`config.mk`:
```
export PLATFORM = sky130hd
export DESIGN_NAME = cla_nibble_serial_adder_flat
export DESIGN_NICKNAME = d
export VERILOG_FILES = /design/src/rtl/cla_nibble_serial_adder_pkg.sv /design/src/rtl/cla_nibble_serial_adder_if.sv /design/src/rtl/cla_nibble_serial_adder_slice.sv /design/src/rtl/cla_nibble_serial_adder.sv /design/src/flat_wrapper.sv
export SDC_FILE = /design/constraint.sdc
export NUM_CORES = 1
export LEC_CHECK = 0
export BUFFER_PORTS_ARGS = -buffer_cell sky130_fd_sc_hd__buf_2
export CORE_ASPECT_RATIO = 0.5
export CORE_MARGIN = 5
export CORE_UTILIZATION = 48
export DETAILED_ROUTE_END_ITERATION = 6
export MAX_ROUTING_LAYER = met4
export PLACE_DENSITY_LB_ADDON = 0.15
export SLEW_MARGIN = 20
export SYNTH_ARGS = -nofsm -noshare
export SYNTH_HDL_FRONTEND = slang
export SYNTH_HIERARCHICAL = 1
export SYNTH_SLANG_ARGS = --single-unit
export TNS_END_PERCENT = 1
```
`constraint.sdc`:
```
create_clock -name clk -period 2.5 [get_ports clk]
set_input_delay 0 -clock clk [delete_from_list [all_inputs] [get_ports clk]]
set_output_delay 0 -clock clk [all_outputs]
set_load 0.02 [all_outputs]
```
`src/rtl/cla_nibble_serial_adder_pkg.sv`:
```
// Shared definitions for the nibble-serial carry-lookahead adder:
// nibble width, FSM state encoding and the WIDTH legality check.
package cla_pkg;

  localparam int NIBBLE_W = 4;

  typedef enum logic [1:0] {
    IDLE,
    RUN,
    DONE
  } state_e;

  // A usable operand width is a whole, non-zero number of nibbles.
  function automatic bit width_ok(input int width);
    return (width >= NIBBLE_W) && ((width % NIBBLE_W) == 0);
  endfunction

endpackage

```
`src/rtl/cla_nibble_serial_adder_if.sv`:
```
// Operand/result handshake bundle for the nibble-serial adder.
// The master side produces operands and consumes results; the adder is the slave.
interface cla_nibble_serial_adder_if #(
  parameter int WIDTH = 16
);

  logic             in_valid;
  logic             in_ready;
  logic [WIDTH-1:0] a;
  logic [WIDTH-1:0] b;
  logic             cin;
  logic             out_valid;
  logic             out_ready;
  logic [WIDTH-1:0] sum;
  logic             cout;

  modport master (
    output in_valid, a, b, cin, out_ready,
    input  in_ready, out_valid, sum, cout
  );

  modport slave (
    input  in_valid, a, b, cin, out_ready,
    output in_ready, out_valid, sum, cout
  );

endinterface

```
`src/rtl/cla_nibble_serial_adder_slice.sv`:
```
// Purely combinational 4-bit generate/propagate carry-lookahead adder.
// Every internal carry is a flat sum of products of g, p and the carry in,
// so there is no ripple inside the nibble.
module cla_4bit_slice
  import cla_pkg::*;
(
  input  logic [NIBBLE_W-1:0] a_i,
  input  logic [NIBBLE_W-1:0] b_i,
  input  logic                cin_i,
  output logic [NIBBLE_W-1:0] sum_o,
  output logic                cout_o
);

  logic [NIBBLE_W-1:0] g;
  logic [NIBBLE_W-1:0] p;
  logic [NIBBLE_W:0]   c;

  // Lookahead carries from per-bit generate/propagate, then the sum bits.
  always_comb begin
    g    = a_i & b_i;
    p    = a_i ^ b_i;
    c[0] = cin_i;
    c[1] = g[0] | (p[0] & cin_i);
    c[2] = g[1] | (p[1] & g[0]) | (p[1] & p[0] & cin_i);
    c[3] = g[2] | (p[2] & g[1]) | (p[2] & p[1] & g[0])
         | (p[2] & p[1] & p[0] & cin_i);
    c[4] = g[3] | (p[3] & g[2]) | (p[3] & p[2] & g[1])
         | (p[3] & p[2] & p[1] & g[0])
         | (p[3] & p[2] & p[1] & p[0] & cin_i);
    sum_o  = p ^ c[NIBBLE_W-1:0];
    cout_o = c[NIBBLE_W];
  end

endmodule

```
`src/rtl/cla_nibble_serial_adder.sv`:
```
// Sequential WIDTH-bit adder: one 4-bit lookahead slice is reused once per
// nibble, LSB nibble first, with the inter-nibble carry held in a register.
// Operands are captured on accept, so a/b never reach sum/cout combinationally.
module cla_nibble_serial_adder
  import cla_pkg::*;
#(
  parameter int WIDTH = 16
) (
  input  logic                     clk,
  input  logic                     rst,
  cla_nibble_serial_adder_if.slave bus
);

  localparam int NIBBLES = WIDTH / NIBBLE_W;
  localparam int IDX_W   = (NIBBLES > 1) ? $clog2(NIBBLES) : 1;
  localparam logic [IDX_W-1:0] LAST_IDX = IDX_W'(NIBBLES - 1);

  if (!width_ok(WIDTH)) begin : g_bad_width
    $error("cla_nibble_serial_adder: WIDTH=%0d must be a multiple of 4 and at least 4", WIDTH);
  end

  state_e           state_q, state_d;
  logic [WIDTH-1:0] a_q, a_d;
  logic [WIDTH-1:0] b_q, b_d;
  logic             cin_q, cin_d;
  logic             carry_q, carry_d;
  logic [IDX_W-1:0] idx_q, idx_d;
  logic [WIDTH-1:0] sum_q, sum_d;
  logic             cout_q, cout_d;

  logic [NIBBLE_W-1:0] slice_a;
  logic [NIBBLE_W-1:0] slice_b;
  logic                slice_cin;
  logic [NIBBLE_W-1:0] slice_sum;
  logic                slice_cout;

  // Appending two zero bits to idx turns a nibble number into its bit offset.
  assign slice_a   = a_q[{idx_q, 2'b00} +: NIBBLE_W];
  assign slice_b   = b_q[{idx_q, 2'b00} +: NIBBLE_W];
  assign slice_cin = (idx_q == '0) ? cin_q : carry_q;

  cla_4bit_slice u_slice (
    .a_i    (slice_a),
    .b_i    (slice_b),
    .cin_i  (slice_cin),
    .sum_o  (slice_sum),
    .cout_o (slice_cout)
  );

  assign bus.in_ready  = (state_q == IDLE);
  assign bus.out_valid = (state_q == DONE);
  assign bus.sum       = sum_q;
  assign bus.cout      = cout_q;

  // Next-state logic: accept in IDLE, one nibble per RUN cycle, hold in DONE.
  always_comb begin
    state_d = state_q;
    a_d     = a_q;
    b_d     = b_q;
    cin_d   = cin_q;
    carry_d = carry_q;
    idx_d   = idx_q;
    sum_d   = sum_q;
    cout_d  = cout_q;
    case (state_q)
      IDLE: begin
        if (bus.in_valid) begin
          a_d     = bus.a;
          b_d     = bus.b;
          cin_d   = bus.cin;
          sum_d   = '0;
          idx_d   = '0;
          state_d = RUN;
        end
      end
      RUN: begin
        sum_d[{idx_q, 2'b00} +: NIBBLE_W] = slice_sum;
        carry_d = slice_cout;
        idx_d   = idx_q + 1'b1;
        if (idx_q == LAST_IDX) begin
          cout_d  = slice_cout;
          idx_d   = '0;
          state_d = DONE;
        end
      end
      DONE: begin
        if (bus.out_ready) begin
          state_d = IDLE;
        end
      end
      default: begin
        state_d = IDLE;
      end
    endcase
  end

  // State register; reset discards any operation in flight.
  always_ff @(posedge clk) begin
    if (rst) begin
      state_q <= IDLE;
      a_q     <= '0;
      b_q     <= '0;
      cin_q   <= 1'b0;
      carry_q <= 1'b0;
      idx_q   <= '0;
      sum_q   <= '0;
      cout_q  <= 1'b0;
    end else begin
      state_q <= state_d;
      a_q     <= a_d;
      b_q     <= b_d;
      cin_q   <= cin_d;
      carry_q <= carry_d;
      idx_q   <= idx_d;
      sum_q   <= sum_d;
      cout_q  <= cout_d;
    end
  end

endmodule

```
`src/flat_wrapper.sv`:
```
// flat-port wrapper written by rule: the top's interface ports become plain ports
module cla_nibble_serial_adder_flat import cla_pkg::*;
#(
  parameter int WIDTH = 16
)
  (clk, rst, bus_in_valid, bus_a, bus_b, bus_cin, bus_out_ready, bus_in_ready, bus_out_valid, bus_sum, bus_cout);
  cla_nibble_serial_adder_if #(.WIDTH(WIDTH)) bus_i ();
  input  logic clk;
  input  logic rst;
  input wire logic [$bits(bus_i.in_valid)-1:0] bus_in_valid;
  input wire logic [$bits(bus_i.a)-1:0] bus_a;
  input wire logic [$bits(bus_i.b)-1:0] bus_b;
  input wire logic [$bits(bus_i.cin)-1:0] bus_cin;
  input wire logic [$bits(bus_i.out_ready)-1:0] bus_out_ready;
  output wire logic [$bits(bus_i.in_ready)-1:0] bus_in_ready;
  output wire logic [$bits(bus_i.out_valid)-1:0] bus_out_valid;
  output wire logic [$bits(bus_i.sum)-1:0] bus_sum;
  output wire logic [$bits(bus_i.cout)-1:0] bus_cout;
  assign bus_i.in_valid = bus_in_valid;
  assign bus_i.a = bus_a;
  assign bus_i.b = bus_b;
  assign bus_i.cin = bus_cin;
  assign bus_i.out_ready = bus_out_ready;
  assign bus_in_ready = bus_i.in_ready;
  assign bus_out_valid = bus_i.out_valid;
  assign bus_sum = bus_i.sum;
  assign bus_cout = bus_i.cout;
  cla_nibble_serial_adder #(.WIDTH(WIDTH)) u_core (.clk(clk), .rst(rst), .bus(bus_i));
endmodule
```
# Word-level counts from Yosys, hierarchy flattened
# Index checks and enable logic that the tools add are counted.
# Widths: inputs -> output; s select.
[totals] out_inout_bits=19 regBits=55
[classes] bitwise_logic=29 n_addsub=2 eq_ne=6 shift=4 n_reduce_logical=7 n_mux=11
[ops] operator="$pmux 16 s2" n=1
[ops] operator="$shiftx 16x5->4" n=2
[ops] operator="$and 1x1->1" n=16
[ops] operator="$bwmux 16" n=1
[ops] operator="$mux 16" n=1
[ops] operator="$shift 4x6->16 const A" n=1
[ops] operator="$shiftx 4x6->16" n=1
[ops] operator="$mux 2" n=5
[ops] operator="$or 1x1->1" n=10
[ops] operator="$xor 4x4->4" n=2
[ops] operator="$neg 4->6" n=1
[ops] operator="$pmux 2 s3" n=1
[ops] operator="$reduce_and 2->1" n=3
[ops] operator="$and 4x4->4" n=1
[ops] operator="$eq 2x2->1 const B" n=2
[ops] operator="$logic_not 2->1" n=2
[ops] operator="$ne 2x2->1 const B" n=2
[ops] operator="$pmux 2 s2" n=1
[ops] operator="$reduce_and 3->1" n=1
[ops] operator="$add 2x1->2 const B" n=1
[ops] operator="$eq 2x1->1 const B" n=1
[ops] operator="$ne 2x1->1 const B" n=1
[ops] operator="$reduce_bool 2->1" n=1
[ops] operator="$mux 1" n=1

# Logic depth before layout (Yosys ltp)
# Gate-level depths: netlist of the first run.
[depth] ltp_word=10 ltp_mapped=10 depth_no_buf=8

# By module
# Netlist of the first run, hierarchy kept.
[by_module_without_submodules] module="cla_nibble_serial_adder" n_inst=1 cells_each=246 seq_area_each_um2=1101.1 area_per_inst_um2=2361.0
[by_module_without_submodules] module="cla_4bit_slice" n_inst=1 cells_each=17 seq_area_each_um2=0.0 area_per_inst_um2=147.6

# Least setup slack after synthesis of the first run
# No wires, ideal clock.
[synth_timing] path_type="reg-to-reg" from="register u_core.idx_q[0]" to="register u_core.sum_q[11] (netlist: u_core/bus.sum[11])" setup_slack_ps=13 path_stages_with_launch=10 synth_period_minus_slack_ps=2487 t_required_ps=2383 t_arrival_ps=2370 setup_ps=117 n_path_buf=2 path_cell_list="dfxtp_1 > buf_4 > buf_4 > mux4_2 > ha_1 > a21o_1 > a31o_1 > xor2_1 > nor2b_1 > a22o_1"
[synth_between] elab_cells_between_ends=27
[synth_rtl] element="start, declared" line_no="cla_nibble_serial_adder.sv:27" rtl="logic [IDX_W-1:0] idx_q, idx_d;"
[synth_rtl] element="start signal, assigned" line_no="cla_nibble_serial_adder.sv:114" rtl="idx_q <= idx_d;"
[synth_rtl] element="$shiftx 16x5->4 (*)" line_no="cla_nibble_serial_adder.sv:39" rtl="assign slice_b = b_q[{idx_q, 2'b00} +: NIBBLE_W];"
[synth_rtl] element="net u_core.slice_b[0]" line_no="cla_nibble_serial_adder.sv:32" rtl="logic [NIBBLE_W-1:0] slice_b;"
[synth_rtl] element="$and 4x4->4 / $xor 4x4->4 (equally long branches)" line_no="cla_nibble_serial_adder_slice.sv:20, cla_nibble_serial_adder_slice.sv:21"
[synth_rtl] element="$and 1x1->1, on equally long branches" line_no="cla_nibble_serial_adder_slice.sv:25, cla_nibble_serial_adder_slice.sv:26"
[synth_rtl] element="$or 1x1->1 / $and 1x1->1 (equally long branches)" line_no="cla_nibble_serial_adder_slice.sv:25, cla_nibble_serial_adder_slice.sv:26"
[synth_rtl] element="$or 1x1->1 (*)" line_no="cla_nibble_serial_adder_slice.sv:26" rtl="| (p[2] & p[1] & p[0] & cin_i);"
[synth_rtl] element="$xor 4x4->4 (*)" line_no="cla_nibble_serial_adder_slice.sv:30" rtl="sum_o = p ^ c[NIBBLE_W-1:0];"
[synth_rtl] element="net u_core.slice_sum[3]" line_no="cla_nibble_serial_adder.sv:34" rtl="logic [NIBBLE_W-1:0] slice_sum;"
[synth_rtl] element="$shiftx 4x6->16 (*)" line_no="cla_nibble_serial_adder.sv:77" rtl="sum_d[{idx_q, 2'b00} +: NIBBLE_W] = slice_sum;"
[synth_rtl] element="$bwmux 16 (*)" line_no="cla_nibble_serial_adder.sv:77"
[synth_rtl] element="$pmux 16 s2 (*)" line_no="cla_nibble_serial_adder.sv:65" rtl="case (state_q)"
[synth_rtl] element="end signal, assigned" line_no="cla_nibble_serial_adder.sv:115" rtl="sum_q <= sum_d;"
[synth_rtl] element="end, declared" line_no="cla_nibble_serial_adder.sv:28" rtl="logic [WIDTH-1:0] sum_q, sum_d;"
# The timed path passes the listed nets; every way through them passes the cells marked *.
# A chain may end at the register's enable or synchronous reset.

# Worst setup path in the final report of the first run
[layout_timing] from="register u_core.idx_q[0]" to="register u_core.sum_q[7] (netlist: u_core/bus.sum[7])"
[layout_between] elab_cells_between_ends=27
[layout_rtl] element="$shiftx 16x5->4 (*)" line_no="cla_nibble_serial_adder.sv:38" rtl="assign slice_a = a_q[{idx_q, 2'b00} +: NIBBLE_W];"
[layout_rtl] element="net u_core.slice_a[0]" line_no="cla_nibble_serial_adder.sv:31" rtl="logic [NIBBLE_W-1:0] slice_a;"
[layout_rtl] element="$and 4x4->4 / $xor 4x4->4 (equally long branches)" line_no="cla_nibble_serial_adder_slice.sv:20, cla_nibble_serial_adder_slice.sv:21"
[layout_rtl] element="$and 1x1->1, on equally long branches" line_no="cla_nibble_serial_adder_slice.sv:25, cla_nibble_serial_adder_slice.sv:26"
[layout_rtl] element="$or 1x1->1 / $and 1x1->1 (equally long branches)" line_no="cla_nibble_serial_adder_slice.sv:25, cla_nibble_serial_adder_slice.sv:26"
[layout_rtl] element="$or 1x1->1 (*)" line_no="cla_nibble_serial_adder_slice.sv:26"
[layout_rtl] element="$xor 4x4->4 (*)" line_no="cla_nibble_serial_adder_slice.sv:30"
[layout_rtl] element="net u_core.slice_sum[3]" line_no="cla_nibble_serial_adder.sv:34"
[layout_rtl] element="$shiftx 4x6->16 (*)" line_no="cla_nibble_serial_adder.sv:77"
[layout_rtl] element="$bwmux 16 (*)" line_no="cla_nibble_serial_adder.sv:77"
[layout_rtl] element="$pmux 16 s2 (*)" line_no="cla_nibble_serial_adder.sv:65"
# Marks and branches as above.

==> results of run 1 <==
==> layout make-up <==
| type | count | area (sq um) |
|---|---|---|
| Tap cell | 70 | 87.6 |
| Clock buffer | 5 | 68.8 |
| Inverter | 7 | 26.3 |
| Fill cell | 441 | 1760 |
| Multi-Input combinational cell | 183 | 1260 |
| Clock inverter | 3 | 20.0 |
| Sequential cell | 55 | 1100 |
| Timing Repair Buffer | 96 | 681 |
==> metrics by stage <==
stage | total power [mW] | hold WS, ps
floorplan | 1.13 | 136
global placement | 1.19 | 239
detailed placement | 1.20 | 246
CTS | 1.72 | 133
global route | 1.79 | 164
finish | 1.70 | 139
==> worst max-delay path, cell delays in order, from the launching register on <==
cell and delay, ps:
dfxtp_2 370, buf_12 130, mux4_2 520, ha_1 310, a21o_1 200, a31o_1 240
xor2_1 150, nor2b_2 170, a22o_1 210
==> synth_stat cells (2+ instances only) <==
cell type	instances	share of area (%)
clkbuf_1	4	0.60
a22o_1	16	5.6
ha_1	10	5.0
nand2_1	68	10
mux2_2	5	2.2
dfxtp_1	55	44
nor2_1	4	0.60
inv_1	7	1.0
and3_1	2	0.50
and2b_2	2	0.70
buf_6	8	3.6
buf_4	2	0.60
nor4b_1	2	0.70
a21oi_1	41	8.2
a21o_1	3	0.90
mux4_2	8	7.2
xnor2_1	2	0.70
buf_2	4	0.80
nor2b_1	4	1.0
==> cells by family (layout without fill, tap and decap cells) <==
group,after synthesis,count (layout),synth area share [%]
AND/OR/NAND/NOR,91,91,16.9
AO/OA/AOI/OAI,64,64,15.9
buffers and inverters,25,111,6.63
flip-flops,55,55,43.9
multiplexers,14,14,9.83
adder cells (fa/ha/maj),11,11,5.79
XOR/XNOR,3,3,1.05
==> worst min path at each step <==
stage / startpoint / endpoint / slack [ps] / cells after the start
after floorplan: bus_a[0] / u_core/a_q[0] / 140 / 2
after global placement: bus_a[9] / u_core/a_q[9] / 240 / 3
after detailed placement: bus_b[8] / u_core/b_q[8] / 250 / 3
after CTS: rst / u_core/carry_q / 130 / 2
after global routing: rst / u_core/carry_q / 160 / 2
final: rst / u_core/carry_q / 140 / 2
==> layer usage <==
metal / vias to the layer above / share of wire [%]
met5: - / 0
met4: 0 / 0.14
met1: 937 / 52
met2: 37 / 43
li1: 1080 / -
met3: 2 / 4.4
==> power by group through the flow <==
stage	clock, mW	combinational [mW]	sequential (mW)
final	0.482	0.283	0.939
after global routing	0.532	0.316	0.944
after CTS	0.504	0.279	0.939
after detailed placement	0	0.239	0.959
after global placement	0	0.232	0.960
after floorplan	0	0.184	0.949
==> sequential cells by signal (all words and copies together), names as in the netlist <==
| register | flops |
|---|---|
| u_core/bus.sum | 16 |
| u_core/cin_q | 1 |
| u_core/carry_q | 1 |
| u_core/bus.cout | 1 |
| u_core/state_q | 2 |
| u_core/b_q | 16 |
| u_core/a_q | 16 |
| u_core/idx_q | 2 |
==> repair_timing <==
action	in CTS	in global routing
endpoints found under the setup margin	0	7
resized for setup	0	4
hold endpoints to repair	34	0
hold buffers	34	0
==> run_results.csv, run 1 <==
group,metric,value,unit
status,status,"complete, no violations",
critical_path,arrival,2610,ps
global_routing,grt_pass1_vias,1921,
global_routing,use_met2,27.2,%
final_layout,final_cell_area,3240,sq um
critical_path,worstReg2RegEnd,"u_core/bus.sum[7]",
sta,finalSetupTns,0,ps
placed_design,gp_congestion,0.816,
final_layout,drive_above_1_share,26.1,%
power,p_clk_share,28.3,%
power,netSwitchingFraction,26.4,%
detailed_routing,detail-route-antenna-nets,0,
detailed_routing,routedWlPerCell,13.3,microns
clocking,cts_tree,"yes",
sta,hold_viol,0,
sta,max_slew_margin,30.0,%
global_routing,met3_usage,4.91,%
clocking,clockBufferDepth,2,
detailed_routing,drc_errors,0,
logic_synthesis,synth.distinct_cells,35,
final_layout,final_cell_mix,"68 x nand2_1, 55 x buf_2, 53 x dfxtp_1, 41 x a21oi_1, 34 x dlygate4sd3_1",
sta,drv_slew,0,
power,switchingPower,0.450,mW
detailed_routing,route.vias.total,2056,
floorplanning,io_pins,56,
placed_design,dp_cells,377,
critical_path,critPathRequiredTime,2700,ps
logic_synthesis,synth.net_count,311,
clocking,clk_pin_slew,100,ps
global_routing,antenna_found_initial,0,
clocking,clkLatencyLatePin,310,ps
global_routing,grt_pass1_wl,9270,microns
sta,clock_skew,8.72,ps
global_routing,grt_usage,17.5,%
floorplanning,rows,18,
clocking,cts_setup_buffers,0,
logic_synthesis,syn-cell-area,2510,sq um
job,drv_cap,0,
detailed_routing,first_pass_iters,4,
power,p_leak,1.40,nW
detailed_routing,routed_wl,5590,microns
global_routing,use_met1,23.9,%
placed_design,portBuffers,55,
logic_synthesis,ys_ff_latch,55,
placed_design,place_area,2800,sq um
critical_path,crit_type,"register to register",
placed_design,pre_cts_ws,57.1,ps
clocking,root_buffer,"clkbuf_8",
power,power_density,526,nW/um^2
logic_synthesis,yosysSeqAreaShare,43.9,%
global_routing,top_usage_layer,"met2",
sta,min_period,2410,ps
floorplanning,die_h,61.1,microns
power,p_seq_share,55.1,%
critical_path,critPathLaunchType,"register",
power,p_int,1.25,mW
final_layout,mostFrequentLayoutCell,"nand2_1",
critical_path,crit_start,"u_core/idx_q[0]",
logic_synthesis,syn_inst,263,
critical_path,setup.worst_path.end_class,"register",
sta,setup_ws,94.2,ps
logic_synthesis,yosys_warnings,6,
sta,tightest_slew,1050,ps
sta,setup_viol,0,
clocking,cts-buffers-inserted,5,
final_layout,diodes,0,
clocking,clock_sinks,55,
critical_path,r2r-start,"u_core/idx_q[0]",
logic_synthesis,synth-edff-count,0,
critical_path,crit_path_end,"u_core/bus.sum[7]",
final_layout,final_util,64.9,%
sta,fin_crit_sh,96.2,%
floorplanning,die_area,6860,sq um
final_layout,area_growth,29.3,%
detailed_routing,vias_per_cell,4.91,
critical_path,rr_worst_depth,8,
sta,rsz0062_at_grt,"false",
sta,max_freq,416,MHz
global_routing,gr-total-overflow,0,
critical_path,regToRegSetupSlack,90,ps
floorplanning,coreArea,5000,sq um
power,p_comb_share,16.6,%
final_layout,final_cells,419,
placed_design,dp_hpwl,4070,microns
floorplanning,die_x,112,microns
final_layout,nets,396,
critical_path,crit_path_max_fanout,7,
logic_synthesis,synth-main-ff-cell,"dfxtp_1",
hold_path,min_path_type,"input pin to register",
clocking,cts.htree.levels,2,
global_routing,grt_max_degree,34,
floorplanning,start_util,50.2,%
logic_synthesis,async_flop_share,0,%
detailed_routing,dr.first_iter.drc_count,46,
logic_synthesis,avgSynthCellArea,9.54,sq um
power,ir_drop,0.281,mV
No activity file was read; power rests on OpenSTA's default activity.
==> inputs of run 2 (changes only) <==
Settings changed: CELL_PAD_IN_SITES_DETAIL_PLACEMENT from default to 1, CELL_PAD_IN_SITES_GLOBAL_PLACEMENT from default to 1, CORE_UTILIZATION 48 to 36.
==> run_results.csv, run 2 (synthesis results as in run 1) <==
group,metric,value,unit
status,status,"complete, no violations",
final_layout,nets,397,
sta,drv_slew,0,
clocking,clockBufferDepth,2,
power,power_density,575,nW/um^2
placed_design,pre_cts_ws,17.2,ps
placed_design,portBuffers,55,
sta,rsz0062_at_grt,"false",
floorplanning,io_pins,56,
detailed_routing,routedWlPerCell,14.8,microns
clocking,cts-buffers-inserted,5,
detailed_routing,routed_wl,6550,microns
hold_path,min_path_type,"input pin to register",
clocking,cts_setup_buffers,0,
placed_design,gp_congestion,0.806,
sta,setup_viol,0,
final_layout,drive_above_1_share,26.4,%
final_layout,diodes,0,
floorplanning,die_area,8840,sq um
global_routing,grt_max_degree,34,
detailed_routing,route.vias.total,2164,
detailed_routing,first_pass_iters,4,
floorplanning,die_x,128,microns
global_routing,grt_usage,16.1,%
placed_design,place_area,2830,sq um
sta,finalSetupTns,0,ps
global_routing,antenna_found_initial,0,
global_routing,gr-total-overflow,0,
detailed_routing,detail-route-antenna-nets,0,
sta,fin_crit_sh,95.8,%
clocking,cts.htree.levels,2,
detailed_routing,drc_errors,0,
critical_path,crit_type,"register to register",
final_layout,final_cell_mix,"68 x nand2_1, 55 x buf_2, 53 x dfxtp_1, 41 x a21oi_1, 34 x dlygate4sd3_1",
floorplanning,die_h,69.0,microns
placed_design,dp_hpwl,4750,microns
sta,setup_ws,105,ps
sta,hold_viol,0,
sta,tightest_slew,572,ps
detailed_routing,dr.first_iter.drc_count,113,
clocking,clock_sinks,55,
floorplanning,rows,21,
clocking,clkLatencyLatePin,290,ps
final_layout,area_growth,33.4,%
global_routing,grt_pass1_vias,2269,
critical_path,arrival,2580,ps
clocking,root_buffer,"clkbuf_16",
clocking,cts_tree,"yes",
sta,clock_skew,3.74,ps
clocking,clk_pin_slew,60,ps
sta,max_slew_margin,61.5,%
final_layout,n_fill_cell,794,
critical_path,crit_path_max_fanout,7,
global_routing,grt_pass1_wl,11200,microns
sta,max_freq,418,MHz
critical_path,setup.worst_path.end_class,"register",
final_layout,final_util,49.7,%
power,total_power,1.92,mW
floorplanning,coreArea,6730,sq um
final_layout,mostFrequentLayoutCell,"nand2_1",
job,drv_cap,0,
final_layout,final_cell_area,3350,sq um
detailed_routing,vias_per_cell,4.91,
power,ir_drop,0.270,mV
critical_path,critPathRequiredTime,2680,ps
sta,min_period,2390,ps
critical_path,critPathLaunchType,"register",
floorplanning,start_util,37.3,%
power,p_leak,1.44,nW
[run 2: cell count changes in the layout (fill, tap and decap cells not counted), sizes merged]
cell	delta
buf	+1
clkbuf	+1
clkinvlp	-2
[run 2: worst paths after layout]
check	endpoint	slack (ps)	cells past startpoint	start
hold / removal	u_core/idx_q[1]	170	2	rst
hold reg to reg	u_core/bus.cout	460	2	u_core/bus.cout
setup / recovery	u_core/bus.sum[11]	110	8	u_core/idx_q[0]
setup reg to reg	u_core/bus.sum[11]	110	8	u_core/idx_q[0]
[run 2: area by class of cell]
cell class	instances	area [sq um]	area share, %
clock buffers	6	139	4.15
clock inverters	1	5.00	0.150
inverters	7	26.3	0.785
multi-input cells	183	1270	37.9
flip-flops and latches	55	1100	33.0
well taps	92	115	3.44
repair buffers	97	688	20.6
[run 2: worst max-delay path, stage by stage, from the launching register on]
cell and delay, ps:
dfxtp_2 350, buf_12 130, mux4_2 560, ha_4 260
a21o_1 190, a31o_1 240, xor2_1 160, nor2b_2 170
a22o_1 220
[run 2: through the flow]
step,hold WS (ps),std cells
floorplan,136,263
global route,198,441
finish,167,441
CTS,166,441
detailed placement,249,400
global placement,242,400
[run 2: where the power goes]
group	switching [mW]	leakage [nW]	internal, mW
Sequential	0.0273	0.449	0.913
Combinational	0.145	0.914	0.149
Clock	0.298	0.0727	0.392
[run 2: layer usage]
| layer | vias to the layer above | wire [microns] | GRT usage (%) |
|---|---|---|---|
| li1 | 1081 | - | - |
| met1 | 1029 | 3150 | 20.8 |
| met2 | 48 | 2970 | 25.2 |
| met3 | 6 | 378 | 4.40 |
| met4 | 0 | 45 | 3.53 |
| met5 | - | 0 | - |
[run 2: repair_timing]
item / in CTS / in global routing
hold endpoints to repair: 34 / 0
gates resized for setup: 0 / 5
hold buffers: 34 / 0
setup endpoints to repair: 0 / 9
==> inputs of run 3 (changes only) <==
Settings changed: ABC_CLOCK_PERIOD_IN_PS from default to 2500, MAX_ROUTING_LAYER met4 to default, PLACE_DENSITY from default to 0.78, PLACE_DENSITY_LB_ADDON 0.15 to default.
==> run_results.csv, run 3 (synthesis results as in run 1) <==
group,metric,value,unit
status,status,"complete, no violations",
power,p_leak,1.45,nW
global_routing,met3_usage,4.71,%
sta,clock_skew,2.96,ps
final_layout,diodes,0,
floorplanning,die_area,8840,sq um
placed_design,dp_hpwl,5140,microns
final_layout,final_cell_area,3360,sq um
clocking,cts-buffers-inserted,5,
critical_path,arrival,2610,ps
sta,drv_slew,0,
job,drv_cap,0,
floorplanning,io_pins,56,
critical_path,setup.worst_path.end_class,"register",
placed_design,dp_cells,400,
final_layout,mostFrequentLayoutCell,"nand2_1",
detailed_routing,route.vias.total,2272,
power,power_density,616,nW/um^2
detailed_routing,first_pass_iters,4,
global_routing,gr-total-overflow,0,
hold_path,whs_path_depth,3,
detailed_routing,routedWlPerCell,17.8,microns
sta,max_freq,414,MHz
final_layout,final_cells,442,
clocking,cts.htree.levels,2,
clocking,clk_pin_slew,70,ps
hold_path,whs_endpoint,"u_core/b_q[13]",
floorplanning,coreArea,6730,sq um
clocking,clockBufferDepth,2,
critical_path,r2r-start,"u_core/idx_q[0]",
critical_path,rr_worst_depth,8,
placed_design,place_area,2820,sq um
detailed_routing,detail-route-antenna-nets,0,
critical_path,critPathLaunchType,"register",
critical_path,crit_type,"register to register",
clocking,root_buffer,"clkbuf_16",
critical_path,crit_path_max_fanout,3,
critical_path,regToRegSetupSlack,80,ps
sta,hold_viol,0,
global_routing,grt_usage,17.7,%
sta,min_period,2420,ps
hold_path,min_path_type,"input pin to register",
clocking,clkLatencyLatePin,290,ps
floorplanning,die_x,128,microns
final_layout,area_growth,34.1,%
floorplanning,die_h,69.0,microns
global_routing,use_met1,20.7,%
clocking,clock_sinks,55,
sta,setup_viol,0,
global_routing,grt_pass1_vias,2482,
global_routing,grt_max_degree,46,
critical_path,critPathRequiredTime,2690,ps
critical_path,worstReg2RegEnd,"u_core/bus.sum[3]",
global_routing,antenna_found_initial,0,
placed_design,gp_congestion,0.784,
clocking,cts_tree,"yes",
detailed_routing,vias_per_cell,5.14,
final_layout,drive_above_1_share,27.1,%
global_routing,use_met2,30.6,%
sta,fin_crit_sh,96.7,%
hold_path,hp-start,"bus_b[13]",
final_layout,n_fill_cell,772,
power,ir_drop,0.257,mV
floorplanning,start_util,37.3,%
sta,tightest_slew,718,ps
final_layout,final_cell_mix,"68 x nand2_1, 55 x buf_2, 53 x dfxtp_1, 41 x a21oi_1, 33 x dlygate4sd3_1",
detailed_routing,dr.first_iter.drc_count,121,
detailed_routing,routed_wl,7880,microns
sta,timing.hold.ws,55.2,ps
floorplanning,rows,21,
global_routing,top_usage_layer,"met2",
placed_design,portBuffers,55,
final_layout,nets,397,
detailed_routing,drc_errors,0,
global_routing,grt_pass1_wl,12400,microns
sta,max_slew_margin,52.1,%
[run 3: cell types whose count changed in the layout (fill, tap and decap cells not counted)]
cell	delta
buf_12	-1
buf_6	+1
dlygate4sd3_1	-1
bufinv_16	+1
or3b_2	+1
or3b_1	-1
buf_4	+1
[run 3: power breakdown]
group,leakage (nW),internal (mW),total [mW],switching [mW]
combinational,0.912,0.150,0.314,0.164
sequential,0.449,0.913,0.938,0.0254
clock,0.0868,0.499,0.822,0.323
total,1.45,1.56,2.07,0.513
[run 3: area by class of cell]
cell class,instances,area [sq um],area share (%)
clock inverters,2,35.0,1.04
repair buffers,97,677,20.1
multi-input cells,183,1270,37.7
clock buffers,6,139,4.13
flip-flops and latches,55,1100,32.8
well taps,92,115,3.42
inverters,7,26.3,0.781
[run 3: how the worst max path moves through the flow]
| stage | start | endpoint | slack [ps] | depth (start not counted) |
|---|---|---|---|---|
| after floorplan | u_core/idx_q[0] | u_core/bus.sum[11] | 10 | 9 |
| after global placement | u_core/idx_q[0] | u_core/bus.sum[7] | 170 | 8 |
| after detailed placement | u_core/idx_q[0] | u_core/bus.sum[3] | 70 | 8 |
| after CTS | u_core/idx_q[0] | u_core/bus.sum[3] | 10 | 8 |
| after global routing | u_core/idx_q[0] | u_core/bus.sum[9] | -7 | 9 |
| final | u_core/idx_q[0] | u_core/bus.sum[3] | 80 | 8 |
[run 3: stage by stage]
step	setup TNS [ps]	setup WS (ps)	power, mW	util [%]
2_1_floorplan	0	13.3	1.13	-
3_3_place_gp	0	168	1.19	41.9
3_5_place_dp	0	66.0	1.21	41.9
4_1_cts	0	12.4	2.06	49.4
5_1_grt	-12.3	-6.58	2.15	50.0
6_report	0	81.6	2.07	50.0
[run 3: worst max-delay path: stages, from the launching register on]
cell and delay, ps:
dfxtp_2 350, buf_4 140, mux4_2 560, ha_4 260, a21o_1 190, a31o_1 260
xor2_1 160, nor2b_2 170, a22o_1 220
[run 3: what timing repair did]
item	in CTS	in global routing
hold buffers	33	0
setup endpoints to repair	0	13
resized for setup	0	6
hold endpoints to repair	33	0
setup buffers	0	1
[run 3: per-layer routing]
metal	part of all wire, %	vias up	wire (microns)
met3	4.9	17	386
met2	49	64	3890
li1	-	1081	-
met1	43	1110	3390
met4	2.6	0	208
met5	0	-	0
